--- config.mk ---
export PLATFORM = sky130hd
export DESIGN_NAME = serial_add_sub
export DESIGN_NICKNAME = d
export VERILOG_FILES = /design/src/rtl/serial_add_sub.sv
export SDC_FILE = /design/constraint.sdc
export NUM_CORES = 1
export LEC_CHECK = 0
export ABC_AREA = 1
export BUFFER_PORTS_ARGS = -buffer_cell sky130_fd_sc_hd__buf_2
export CAP_MARGIN = 10
export CORE_MARGIN = 4
export CORE_UTILIZATION = 40
export CTS_BUF_LIST = sky130_fd_sc_hd__clkbuf_4 sky130_fd_sc_hd__clkbuf_8
export DETAILED_ROUTE_END_ITERATION = 16
export PLACE_DENSITY_LB_ADDON = 0.1
export SLEW_MARGIN = 5
export SYNTH_ARGS = -nofsm -noshare
export SYNTH_HDL_FRONTEND = slang
export SYNTH_SLANG_ARGS = --single-unit
--- constraint.sdc ---
create_clock -name clk -period 2.98 [get_ports clk]
set_clock_uncertainty 0.05 [all_clocks]
set_input_delay 0.149 -clock clk [delete_from_list [all_inputs] [get_ports clk]]
set_output_delay 0.149 -clock clk [all_outputs]
set_load 0.01 [all_outputs]
--- src/rtl/serial_add_sub.sv ---
// rtl/serial_add_sub.sv - bit-serial adder/subtractor built around a single full-adder cell

module full_adder (
    input  logic a,
    input  logic b,
    input  logic ci,
    output logic s,
    output logic co
);
    assign s  = a ^ b ^ ci;
    assign co = (a & b) | (ci & (a ^ b));
endmodule

module serial_add_sub #(
    parameter int WIDTH = 8
) (
    input  logic             clk,
    input  logic             rst_n,
    input  logic             start,
    input  logic             sub,
    input  logic [WIDTH-1:0] a,
    input  logic [WIDTH-1:0] b,
    output logic             busy,
    output logic             done,
    output logic [WIDTH-1:0] result,
    output logic             cout,
    output logic             overflow
);
    localparam int CW = $clog2(WIDTH) + 1;

    typedef enum logic [1:0] {
        IDLE  = 2'd0,
        SHIFT = 2'd1,
        DONE  = 2'd2
    } state_t;

    state_t          state, state_next;
    logic [WIDTH-1:0] sa, sb;
    logic [CW-1:0]   cnt;
    logic            c;
    logic            fa_s, fa_co;
    logic            load, shift, last;

    full_adder u_fa (
        .a  (sa[0]),
        .b  (sb[0]),
        .ci (c),
        .s  (fa_s),
        .co (fa_co)
    );

    always_comb begin
        state_next = state;
        load       = 1'b0;
        shift      = 1'b0;
        last       = 1'b0;
        case (state)
            IDLE: begin
                if (start) begin
                    load       = 1'b1;
                    state_next = SHIFT;
                end
            end
            SHIFT: begin
                shift = 1'b1;
                if (cnt == CW'(WIDTH - 1)) begin
                    last       = 1'b1;
                    state_next = DONE;
                end
            end
            DONE:    state_next = IDLE;
            default: state_next = IDLE;
        endcase
    end

    // The carry flop is the carry-in of the bit in flight, so on the MSB edge
    // it is exactly the value needed for the overflow XOR.
    always_ff @(posedge clk or negedge rst_n) begin
        if (!rst_n) begin
            state    <= IDLE;
            sa       <= '0;
            sb       <= '0;
            c        <= 1'b0;
            cnt      <= '0;
            result   <= '0;
            cout     <= 1'b0;
            overflow <= 1'b0;
        end else begin
            state <= state_next;
            if (load) begin
                sa       <= a;
                sb       <= sub ? ~b : b;
                c        <= sub;
                cnt      <= '0;
                result   <= '0;
                cout     <= 1'b0;
                overflow <= 1'b0;
            end else if (shift) begin
                result <= {fa_s, result[WIDTH-1:1]};
                sa     <= sa >> 1;
                sb     <= sb >> 1;
                c      <= fa_co;
                cnt    <= cnt + CW'(1);
                if (last) begin
                    cout     <= fa_co;
                    overflow <= c ^ fa_co;
                end
            end
        end
    end

    assign busy = (state == SHIFT);
    assign done = (state == DONE);

endmodule

==> impl_metrics.json <==
{
  "grt_pass1_wl_mm": 6.02,
  "holdBufCountCts": 1,
  "worstSetupPathType": "reg2out",
  "syn_area_sq_mm": 0.00169,
  "htree_levels": 2,
  "regArea_sq_um": 826,
  "cts.sinks": 33,
  "fillers": 422,
  "hold_class": "in2reg",
  "drt-initial-drc-count": 112,
  "fp-row-count": 23,
  "antenna_found_initial": 0,
  "setup_viol": 0,
  "final_cell_mix": "nand2_1, nand3_1, dfrtp_1",
  "drc": 0,
  "vdd_drop_max_v": 0.000597,
  "place_congestion": 0.693,
  "cp_max_fo": 31,
  "routed_via_density": 4.67,
  "fp.dieH_um": 73.1,
  "grt.overflow.total": 0,
  "r2r-start": "state[1]$_DFFE_PN0P_",
  "worstSkewPairLatency_ns": 0.28,
  "diodes": 0,
  "place_hpwl_mm": 2.26,
  "startpoint_type": "register",
  "path_clk_slew_ns": 0.06,
  "fmax_ghz": 0.575,
  "min_to": "sa[7]$_DFFE_PN0P_",
  "layout_commonest_cell": "nand2_1",
  "cts_buffer_depth": 2,
  "multi_input_area_sq_um": 724,
  "ff2ff_setup_slack_ns": 1.50,
  "area_growth_pct": 14.5,
  "finalHoldViolCount": 0,
  "finalCritPeriodShare_pct": 58.3,
  "power_density_mw_per_mm2": 945,
  "fin_util_pct": 47.8,
  "crit_arrival_ns": 1.54,
  "rsz0062_at_grt": "no",
  "yosysWarningCount": 0,
  "postSynthCellCount": 221,
  "io-pin-count": 32,
  "wire_per_inst_um": 11.5,
  "crit_chain": "inv_2 -> nand2_4 -> inv_4 -> buf_2",
  "grt_usage_pct": 14.6,
  "syn_area_per_cell_sq_um": 7.66,
  "relSlewSlack_pct": 49.8,
  "cts_tree": "yes",
  "cts_resized": 0,
  "synth_nets": 243,
  "max_stage_delay_ns": 0.39,
  "r2r-end": "cout$_DFFE_PN0P_",
  "routed_wirelength_mm": 3.46,
  "coreArea_sq_mm": 0.00406,
  "grt_max_degree": 34,
  "yosysSeqAreaShare_pct": 48.8,
  "hold_path.startpoint": "a[7]",
  "finalSetupTns_ns": 0,
  "maxSlewViolCount": 0,
  "ant_nets": 0,
  "start_util_pct": 41.7,
  "die-area_sq_mm": 0.00534,
  "cts_root_buf": "clkbuf_8",
  "grt_pass1_vias": 1261,
  "drive_above_1_share_pct": 19.1,
  "crit_slowest_cell": "dfrtp_1",
  "numCtsBuffers": 5,
  "ys_ff_latch": 33,
  "hold_depth": 3,
  "io_buffers": 31,
  "dr.pass1.iters": 4,
  "p_leak_nw": 1.10,
  "reg2reg_depth": 6,
  "cp.required_ns": 2.78,
  "cp-end-kind": "output pin",
  "status": "finished clean",
  "ys_types": 21,
  "cap_violations": 0,
  "nets": 272,
  "die_x_um": 73.1,
  "post_cts_buffers": 0,
  "vias": 1407,
  "worst_pin_slew_ns": 0.752,
  "fin_crit_ns": 1.74
}
==> layout make-up <==
cell class                 instances  share of cell area [%]
sequential                        33                    42.6
tap                               50                    3.23
clock buffer                       8                    4.71
inverter                          17                    3.55
timing repair buffer              32                    8.52
multi-input combinational        161                    37.4
==> cells by family (layout without fill, tap and decap cells) <==
logic type      count (synthesis)  in the layout  share of synthesized area [%]
fa+ha+maj                       2              2                           1.92
buf+inv                        27             57                           8.42
simple gates                  151            151                           38.1
flops                          33             33                           48.8
xor+xnor                        1              1                          0.517
compound gates                  7              7                           2.29
==> where the power goes <==
part | switching [W] | internal [W]
combinational | 0.000460 | 0.000250
sequential | 0.000130 | 0.000643
clock | 0.000155 | 0.000193
==> through the flow <==
stage / instance area (sq um) / setup slack [ns] / power, W / instances / hold WS, ns
floorplan: 1690 / 1.68 / 0.00134 / 221 / -0.197
global placement: 1840 / 1.53 / 0.00150 / 292 / 0.218
detailed placement: 1840 / 1.51 / 0.00151 / 292 / 0.218
CTS: 1940 / 1.23 / 0.00186 / 301 / 0.00789
global route: 1940 / 1.12 / 0.00201 / 301 / 0.00913
finish: 1940 / 1.24 / 0.00183 / 301 / 0.00840
==> flip-flops by register name, indices dropped and copies added (netlist names) <==
name,cells
cout,1
sb,8
sa,8
result,8
overflow,1
state,2
cnt,4
c,1
==> critical path, delay by kind of cell (launching register included) <==
kind          cells  cell delay [ns]
simple gates      1             0.23
buf+inv           3             0.63
flops             1             0.39
==> synthesized netlist by cell type <==
cell,count,area [sq um]
nand3_1,38,190
buf_2,5,25.0
nand2_2,2,12.5
buf_6,3,33.8
xor2_1,1,8.76
nand4_1,1,6.26
nand2_1,99,372
dfrtp_1,33,826
nor2_1,8,30.0
inv_1,14,52.6
fa_1,1,20.0
buf_4,2,15.0
inv_2,1,3.75
nor2_4,1,11.3
o21ai_0,3,15.0
ha_1,1,12.5
o21ai_1,2,10.0
o21ai_2,1,8.76
nand2_4,2,22.5
a21oi_1,1,5.00
inv_4,2,12.5
==> how the worst max path moves through the flow <==
stage	startpoint	endpoint	slack (ns)	depth (start not counted)
6_report	state[1]$_DFFE_PN0P_	busy	1.24	4
5_1_grt	state[1]$_DFFE_PN0P_	busy	1.12	4
4_1_cts	state[1]$_DFFE_PN0P_	busy	1.23	4
3_5_place_dp	state[1]$_DFFE_PN0P_	cout$_DFFE_PN0P_	1.51	6
3_3_place_gp	state[1]$_DFFE_PN0P_	overflow$_DFFE_PN0P_	1.53	6
2_1_floorplan	c$_DFFE_PN0P_	overflow$_DFFE_PN0P_	1.68	5
==> per-layer routing <==
| metal | GRT usage, % | wire length (um) |
|---|---|---|
| met1 | 21.0 | 1720 |
| met4 | 6.15 | 59 |
| met3 | 3.72 | 131 |
| met2 | 20.6 | 1550 |
| met5 | 0 | 0 |
No activity file was read; power rests on OpenSTA's default activity.
